File: config.mk
export PLATFORM = sky130hd
export DESIGN_NAME = pipe_start_fsm_gen
export DESIGN_NICKNAME = d
export VERILOG_FILES = /design/src/rtl/pipe_start_fsm_gen.sv
export SDC_FILE = /design/constraint.sdc
export NUM_CORES = 1
export LEC_CHECK = 0
export ABC_CLOCK_PERIOD_IN_PS = 6050
export CORE_MARGIN = 2
export CORE_UTILIZATION = 35
export DETAILED_ROUTE_END_ITERATION = 12
export PLACE_DENSITY = 0.52
export SLEW_MARGIN = 20
export SYNTH_ARGS = -nofsm -noshare
export SYNTH_HDL_FRONTEND = slang
export SYNTH_SLANG_ARGS = --single-unit
File: constraint.sdc
create_clock -name CLK -period 6.05 [get_ports CLK]
set_clock_uncertainty 0.05 [all_clocks]
set_input_delay 1.21 -clock CLK [delete_from_list [all_inputs] [get_ports CLK]]
set_output_delay 1.21 -clock CLK [all_outputs]
set_load 0.03 [all_outputs]
File: src/rtl/pipe_start_fsm_gen.sv
// Start-up sequencer for a fixed-depth pipeline: clear, reset, pause, fill, run.
// Optional triplicated state/counters/outputs with majority vote and per-cycle scrubbing.
module pipe_start_fsm_gen #(
    parameter int unsigned DEPTH_W   = 9,
    parameter int unsigned CLR_CYC   = 6,
    parameter int unsigned RST_CYC   = 5,
    parameter int unsigned PAUSE_CYC = 5,
    parameter int unsigned TMR       = 1
) (
    input  logic               CLK,
    input  logic               RST,
    input  logic               RESTART,
    input  logic [DEPTH_W-1:0] PDEPTH,
    output logic               PIP_RST,
    output logic               WE,
    output logic               RE,
    output logic               READY,
    output logic [2:0]         STATE,
    output logic               TMR_ERR
);

    localparam int unsigned NC    = (TMR != 0) ? 3 : 1;
    localparam int unsigned HLD_W = 8;
    localparam int unsigned OUT_W = 4;

    typedef enum logic [2:0] {
        S_IDLE  = 3'd0,
        S_CLEAR = 3'd1,
        S_RESET = 3'd2,
        S_PAUSE = 3'd3,
        S_FILL  = 3'd4,
        S_RUN   = 3'd5
    } state_t;

    logic [NC-1:0][2:0]         state_q;
    logic [NC-1:0][HLD_W-1:0]   hold_q;
    logic [NC-1:0][DEPTH_W-1:0] fill_q;
    logic [NC-1:0][DEPTH_W-1:0] depth_q;
    logic [NC-1:0][OUT_W-1:0]   out_q;
    logic                       tmr_err_q;

    logic [2:0]         state_v;
    logic [HLD_W-1:0]   hold_v;
    logic [DEPTH_W-1:0] fill_v;
    logic [DEPTH_W-1:0] depth_v;
    logic [OUT_W-1:0]   out_v;
    logic               mismatch_c;

    state_t             state_d;
    logic [HLD_W-1:0]   hold_d;
    logic [DEPTH_W-1:0] fill_d;
    logic [DEPTH_W-1:0] depth_d;
    logic [OUT_W-1:0]   out_d;

    // Bitwise majority of the copies; a single copy passes straight through
    generate
        if (NC == 3) begin : g_vote
            assign state_v = (state_q[0] & state_q[1]) | (state_q[0] & state_q[2]) | (state_q[1] & state_q[2]);
            assign hold_v  = (hold_q[0]  & hold_q[1])  | (hold_q[0]  & hold_q[2])  | (hold_q[1]  & hold_q[2]);
            assign fill_v  = (fill_q[0]  & fill_q[1])  | (fill_q[0]  & fill_q[2])  | (fill_q[1]  & fill_q[2]);
            assign depth_v = (depth_q[0] & depth_q[1]) | (depth_q[0] & depth_q[2]) | (depth_q[1] & depth_q[2]);
            assign out_v   = (out_q[0]   & out_q[1])   | (out_q[0]   & out_q[2])   | (out_q[1]   & out_q[2]);
            assign mismatch_c = (state_q[0] != state_v) || (state_q[1] != state_v) || (state_q[2] != state_v) ||
                                (hold_q[0]  != hold_v)  || (hold_q[1]  != hold_v)  || (hold_q[2]  != hold_v)  ||
                                (fill_q[0]  != fill_v)  || (fill_q[1]  != fill_v)  || (fill_q[2]  != fill_v);
        end else begin : g_single
            assign state_v    = state_q[0];
            assign hold_v     = hold_q[0];
            assign fill_v     = fill_q[0];
            assign depth_v    = depth_q[0];
            assign out_v      = out_q[0];
            assign mismatch_c = 1'b0;
        end
    endgenerate

    // Next state, counters and decoded outputs, all computed from the voted values
    always_comb begin
        state_d = S_IDLE;
        hold_d  = '0;
        fill_d  = '0;
        depth_d = depth_v;
        out_d   = '0;

        case (state_v)
            S_IDLE:  state_d = RESTART ? S_IDLE : S_CLEAR;
            S_CLEAR: begin
                if (RESTART)                               state_d = S_IDLE;
                else if (hold_v == HLD_W'(CLR_CYC - 1))    state_d = S_RESET;
                else                                       state_d = S_CLEAR;
            end
            S_RESET: begin
                if (RESTART)                               state_d = S_IDLE;
                else if (hold_v == HLD_W'(RST_CYC - 1))    state_d = S_PAUSE;
                else                                       state_d = S_RESET;
            end
            S_PAUSE: begin
                if (RESTART)                               state_d = S_IDLE;
                else if (hold_v == HLD_W'(PAUSE_CYC - 1))  state_d = (depth_v != '0) ? S_FILL : S_RUN;
                else                                       state_d = S_PAUSE;
            end
            S_FILL: begin
                if (RESTART)                               state_d = S_IDLE;
                else if (fill_v == depth_v)                state_d = S_RUN;
                else                                       state_d = S_FILL;
            end
            S_RUN:   state_d = RESTART ? S_IDLE : S_RUN;
            default: state_d = S_IDLE;
        endcase

        // Hold counter runs only while staying in a timed phase, so it cannot wrap
        if ((3'(state_d) == state_v) &&
            (state_v == S_CLEAR || state_v == S_RESET || state_v == S_PAUSE)) begin
            hold_d = hold_v + HLD_W'(1);
        end

        if (state_d == S_FILL) begin
            fill_d = (state_v == S_FILL) ? fill_v + DEPTH_W'(1) : DEPTH_W'(1);
        end

        if (state_d == S_PAUSE && state_v != S_PAUSE) begin
            depth_d = PDEPTH;
        end

        out_d = {state_d == S_RESET,
                 state_d == S_FILL || state_d == S_RUN,
                 state_d == S_RUN,
                 state_d == S_RUN};
    end

    always_ff @(posedge CLK or posedge RST) begin
        if (RST) begin
            state_q   <= '0;
            hold_q    <= '0;
            fill_q    <= '0;
            depth_q   <= '0;
            out_q     <= '0;
            tmr_err_q <= 1'b0;
        end else begin
            state_q   <= {NC{3'(state_d)}};
            hold_q    <= {NC{hold_d}};
            fill_q    <= {NC{fill_d}};
            depth_q   <= {NC{depth_d}};
            out_q     <= {NC{out_d}};
            tmr_err_q <= mismatch_c;
        end
    end

    assign {PIP_RST, WE, RE, READY} = out_v;
    assign STATE   = state_v;
    assign TMR_ERR = tmr_err_q;

endmodule

==> run summary, run 1 <==
Status - completed
Reg2reg start - hold_q[19]
Combinational Power Share - 5.0%
Sequential power share - 49.2%
Rows - 24
DR vias/cell - 4.877
Final ANT Viol Nets - 0
Die Y-Extent - 71.91 microns
CTS Buf Count - 5
Hold WC Path Type - reg2reg
Synthesis Warnings - 0
Die Area - 0.005171 sq mm
Worst-skew pair later-pin latency - 0.28 ns
Tot Pwr - 443.8 uW
Initial core utilization - 36.82%
First-pass GRT wire length - 5.361 mm
DP Cell Count - 219
Crit-path cells - clkdlybuf4s50_1
Vias in the first global route - 1131
CTS sink count - 32
Slowest CP cell - clkdlybuf4s50_1
Port Buf Inserts - 18
WP buf/inv - 1
Critical path's top delay family - buffers and inverters
Crit path to - STATE[1]
Crit. path cell count - 1
DRC viols - 0
Flop2flop setup slack - 3.30 ns
Fmax achieved - 359.3 MHz
Switching Share - 21.44%
Largest cells by area after synthesis - dfrtp_1 (50%), xor2_1 (7.6%), mux2_2 (6.3%)
Mean Syn Cell Area - 10.69 sq um
H-tree levels - 2
Layout cells sized above 1 - 14.29%
Setup violators final - 0
Core Area - 0.004384 sq mm
Startpoint Class - flip-flop
Layout Cells excl Fill - 227
Worst reg-to-reg path cell count - 5
Max-capacitance violation count - 0
Clock root buffer - clkbuf_8
Max VDD drop - 0.1309 mV
Share of the synthesized area in the top cell type - 49.61%
Crit end category - output port
Pin count of the biggest net entering global routing - 33
Share of power burned in the clock network - 45.8%
Die W - 71.91 microns
DR iter-0 viols - 55
PwrDens - 226.5 mW/mm^2
CTS Hold Bufs - 0
Setup repair after global routing missed its margin - false
Worst Setup SP - state_q[7]
Final WL - 3.041 mm
Unique cell type count in the Yosys netlist - 33
Setup Fix Bufs, Post-CTS - 0
Initial antenna violation count - 0
Nets@finish - 190
Synthesized instance count - 151
Slowest cell delay on critical path - 0.73 ns
Largest area contributor in the netlist - dfrtp_1
Post-cts resize count - 0
Crit path kind - reg2out
DP HPWL - 2.253 mm
Final Slew Violations - 0
Maximum root-to-sink buffer count - 2
Pint - 348.7 uW
WL per Instance - 13.40 microns
Seq/Total Area, Yosys - 49.61%
Hold Fails Final Rpt - 0
Layout area overhead - 21.40%
Final Cycle Share - 46.01%
Fin Setup TNS - 0 ns
IO Pins - 20
CTS tree - done
Arrival time at the worst endpoint - 1.52 ns
Worst r2r dst - depth_q[25]
Sw power - 95.18 uW
Minimum clock period - 2.783 ns
Via count - 1107
CP required - 4.79 ns
CTS clk-pin slew, worst paths - 0.07 ns
Leakage - 0.8777 nW
Total global routing overflow - 0
Peak fanout along the critical path - 9
Synth Cell Area - 0.001614 sq mm
Syn nets - 167
Diode count - 0
Initial DRT Pass Iterations - 4
All-layer global routing usage - 13.48%
Synth Register Bits - 32
RePlAce Congestion - 0.7820
[cells in the mapped netlist]
library cell  instances
nand4_1               2
a21oi_4               1
a31oi_2               1
or4_1                 1
and3_1                2
and2_1                2
nand3_1               8
nor3b_1               1
mux2_2                9
or3_1                 1
o221ai_1              1
ha_1                  4
o21ai_0               2
xor2_1               14
nor2_1               24
xnor2_1               8
nor2b_1               1
clkbuf_1              1
a211o_4               1
buf_4                 2
or4b_4                2
nand2_1               7
inv_1                 7
conb_1                1
nand3b_1              1
nor4_1                6
or2_2                 1
dfrtp_1              32
or3b_2                1
nor4b_1               1
a21oi_1               3
mux2i_1               1
nand2b_1              2
[layout by cell type (no fill, tap or decap)]
cell type and instances:
clkdlybuf4s50_1 18, ha_1 4, a21oi_1 3, or4b_4 2, clkinvlp_4 1, o21ai_0 2, nand4_1 2, clkbuf_8 5
conb_1 1, nor4_1 6, nor3b_1 1, and2_1 2, nand3b_1 1, nor2b_1 1, nor4b_1 1, a31oi_2 1
inv_1 7, xor2_1 14, mux2i_1 1, nand2b_1 2, nor2_1 24, xnor2_1 8, bufinv_16 1, nand3_1 8
a211o_4 1, nand2_1 7, clkinv_2 1, buf_4 1, a21oi_4 1, dfrtp_1 32, or3_1 1, o221ai_1 1
or3b_2 1, or2_2 1, mux2_2 9, or4_1 1, and3_1 2
[stage by stage]
stage | util [%] | hold WS [ns] | setup slack, ns | cell area, sq um
2_1_floorplan | - | 0.4408 | 3.446 | 1614
3_3_place_gp | 42.15 | 0.4837 | 3.088 | 1848
3_5_place_dp | 42.15 | 0.4890 | 3.044 | 1848
4_1_cts | 44.69 | 0.5046 | 3.245 | 1959
5_1_grt | 44.69 | 0.5241 | 3.202 | 1959
6_report | 44.69 | 0.5011 | 3.267 | 1959
[area by class of cell]
cell class              count  area [sq um]
clock inverters             3         42.54
well taps                  52         65.06
repair buffers             19         187.7
clock buffers               5         68.82
inverters                   7         26.28
multi-input cells         109         768.2
flip-flops and latches     32         800.8
fillers                   423          2425
[worst min path at each step]
stage	from	endpoint	slack [ns]	cells after the start
2_1_floorplan	hold_q[16]	hold_q[16]	0.44	1
3_3_place_gp	hold_q[16]	hold_q[16]	0.48	1
3_5_place_dp	depth_q[24]	depth_q[24]	0.49	1
4_1_cts	depth_q[24]	depth_q[24]	0.50	1
5_1_grt	depth_q[24]	depth_q[24]	0.52	1
6_report	depth_q[24]	depth_q[24]	0.50	1
[layer usage]
| layer | track usage [%] | up-vias | routed length (microns) | share of wire, % |
|---|---|---|---|---|
| li1 | - | 551 | - | - |
| met2 | 19.34 | 28 | 1292 | 42 |
| met4 | 6.289 | 0 | 53 | 1.7 |
| met5 | 0 | - | 0 | 0 |
| met3 | 4.861 | 6 | 161 | 5.3 |
| met1 | 18.22 | 522 | 1533 | 50 |
[sequential cells by signal, summed over array words and instances (netlist names)]
name     count
depth_q      9
fill_q       9
hold_q       8
out_q        3
state_q      3
[power groups by stage]
stage / Clock [mW] / Combinational, mW / Sequential, mW
after floorplan: 0 / 0.0110 / 0.222
after global placement: 0 / 0.0223 / 0.222
after detailed placement: 0 / 0.0229 / 0.222
after CTS: 0.209 / 0.0231 / 0.218
after global routing: 0.220 / 0.0253 / 0.218
final: 0.203 / 0.0223 / 0.218
[kinds of logic (layout without fill, tap and decap cells)]
logic type | after synthesis | in the layout | synth area share, %
AOI/OAI and AO/OA | 9 | 9 | 4.961
xor gates and xnor gates | 22 | 22 | 11.94
adders and majority gates | 4 | 4 | 3.101
buffers and inverters | 10 | 34 | 2.790
DFF | 32 | 32 | 49.61
muxes | 10 | 10 | 6.899
other | 1 | 1 | 0.2323
and+or+nand+nor | 63 | 63 | 20.47
Note: power is estimated with default switching activity, not from simulation.
==> run 2, diff against run 1 <==
--- a/config.mk
+++ b/config.mk
@@ -5,11 +5,11 @@
 export SDC_FILE = /design/constraint.sdc
 export NUM_CORES = 1
 export LEC_CHECK = 0
-export ABC_CLOCK_PERIOD_IN_PS = 6050
+export ABC_CLOCK_PERIOD_IN_PS = 2300
 export CORE_MARGIN = 2
 export CORE_UTILIZATION = 35
 export DETAILED_ROUTE_END_ITERATION = 12
-export PLACE_DENSITY = 0.52
+export PLACE_DENSITY = 0.54
 export SLEW_MARGIN = 20
 export SYNTH_ARGS = -nofsm -noshare
 export SYNTH_HDL_FRONTEND = slang
==> constraint.sdc (replaced) <==
create_clock -name CLK -period 2.3 [get_ports CLK]
set_clock_uncertainty 0.05 [all_clocks]
set_input_delay 0.46 -clock CLK [delete_from_list [all_inputs] [get_ports CLK]]
set_output_delay 0.46 -clock CLK [all_outputs]
set_load 0.03 [all_outputs]
==> run summary, run 2 (synthesis results as in run 1) <==
Initial core utilization - 36.82%
Sequential power share - 52.6%
Combinational Power Share - 6.7%
WL per Instance - 13.73 microns
DP Cell Count - 238
Final WL - 3.419 mm
Fin area - 0.002167 sq mm
Sw power - 236.3 uW
Slowest cell delay on critical path - 0.54 ns
Total global routing overflow - 0
Peak fanout along the critical path - 8
CP required - 2.42 ns
Diode count - 0
Nets@finish - 212
Layout area overhead - 34.26%
Final Slew Violations - 0
CTS sink count - 32
Slowest CP cell - or4b_4
Crit path kind - reg2reg
Share of power burned in the clock network - 40.7%
Minimum clock period - 2.549 ns
Pin count of the biggest net entering global routing - 33
Port Buf Inserts - 18
Crit-path cells - or4b_4, or4b_4, a211o_4, buf_4, buf_6, a31oi_4, buf_6, nor2_1
All-layer global routing usage - 15.03%
Top flop regs - depth_q: 9 flops, fill_q: 9 flops, hold_q: 8 flops
CTS Hold Bufs - 0
DR iter-0 viols - 45
Clock root buffer - clkbuf_8
DP HPWL - 2.478 mm
Pint - 849.4 uW
Hold Fails Final Rpt - 0
Worst-skew pair later-pin latency - 0.28 ns
Die Y-Extent - 71.91 microns
Final ANT Viol Nets - 0
Placed Area - 0.001991 sq mm
Status - finished, violations left
Failing checks - negative setup slack
Initial antenna violation count - 0
CTS Buf Count - 5
IO Pins - 20
Commonest cells after routing, fill and taps aside - dfrtp_1 (32), nor2_1 (23), buf_4 (19)
Fin worst setup slack - -0.2490 ns
Slew headroom - 62.48%
Layout Cells excl Fill - 249
Max-capacitance violation count - 0
Maximum root-to-sink buffer count - 2
CTS tree - done
Switching Share - 21.77%
First-pass GRT wire length - 5.892 mm
PwrDens - 501.0 mW/mm^2
Hold WC Path Type - in2async
Die Area - 0.005171 sq mm
Initial DRT Pass Iterations - 4
Setup repair after global routing missed its margin - true
Via count - 1255
CTS clk-pin slew, worst paths - 0.07 ns
DRC viols - 0
Final Cycle Share - 110.8%
Layout cells sized above 1 - 24.87%
Commonest non-fill, non-tap cell in the layout - dfrtp_1
Rows - 24
Crit end category - flip-flop
Startpoint Class - flip-flop
H-tree levels - 2
RePlAce Congestion - 0.8537
Arrival time at the worst endpoint - 2.67 ns
# fillers - 402
Max VDD drop - 0.2663 mV
DR vias/cell - 5.040
Die W - 71.91 microns
Least-Margin Pin Slew - 0.5550 ns
Leakage - 0.9904 nW
Setup violators final - 29
Core Area - 0.004384 sq mm
Vias in the first global route - 1258
Fmax achieved - 392.3 MHz
[run 2: final timing paths]
path / startpoint / endpoint / slack (ns) / cells past startpoint
setup / recovery: hold_q[19] / hold_q[18] / -0.25 / 8
hold / removal: RST / hold_q[17] / 0.51 / 3
setup reg to reg: hold_q[19] / hold_q[18] / -0.25 / 8
hold reg to reg: hold_q[16] / hold_q[16] / 0.51 / 2
max in group asynchronous: RST / fill_q[19] / 1.39 / 3
min in group CLK: hold_q[16] / hold_q[16] / 0.51 / 2
[run 2: stage by stage]
stage | total power, mW | util, % | hold slack (ns) | worst slack [ns] | TNS [ns]
floorplan | 0.6135 | - | 0.4408 | -0.3039 | -3.132
CTS | 1.103 | 49.26 | 0.5079 | -0.2703 | -5.801
global placement | 0.6499 | 45.41 | 0.4856 | -0.2615 | -4.114
finish | 1.086 | 49.43 | 0.5059 | -0.2490 | -5.682
global route | 1.135 | 49.43 | 0.5475 | -0.3089 | -7.391
detailed placement | 0.6524 | 45.41 | 0.4966 | -0.3089 | -5.110
[run 2: critical path, delay by kind of cell (launching register included)]
kind            cells  cell delay [ns]
buf+inv             3             0.41
flops               1             0.38
simple gates        3             1.09
compound gates      2             0.50
[run 2: final cells by class]
class | count | area [sq um] | area share, %
tap | 52 | 65.06 | 3.002
clock buffer | 8 | 90.09 | 4.157
multi-input combinational | 110 | 828.3 | 38.22
inverter | 7 | 26.28 | 1.212
timing repair buffer | 40 | 356.6 | 16.45
sequential | 32 | 800.8 | 36.95
[run 2: per-layer routing]
layer / track usage, % / routed length [microns] / vias to the layer above
met2: 24.07 / 1618 / 33
met1: 18.79 / 1561 / 610
li1: - / - / 603
met4: 6.918 / 80 / 0
met5: 0 / 0 / -
met3: 4.444 / 159 / 9
[run 2: power by group through the flow]
stage                     combinational [mW]  sequential (mW)  clock, mW
after floorplan                       0.0290            0.585          0
after global placement                0.0686            0.581          0
after detailed placement              0.0710            0.581          0
after CTS                             0.0738            0.571      0.458
after global routing                  0.0804            0.571      0.483
final                                 0.0729            0.571      0.442
[run 2: timing repair]
action	in CTS	in global routing
buffers inserted	2	0
hold endpoints to repair	0	0
cloned	1	0
setup endpoints to repair	28	29
pin swaps	3	1
gates resized for setup	12	3
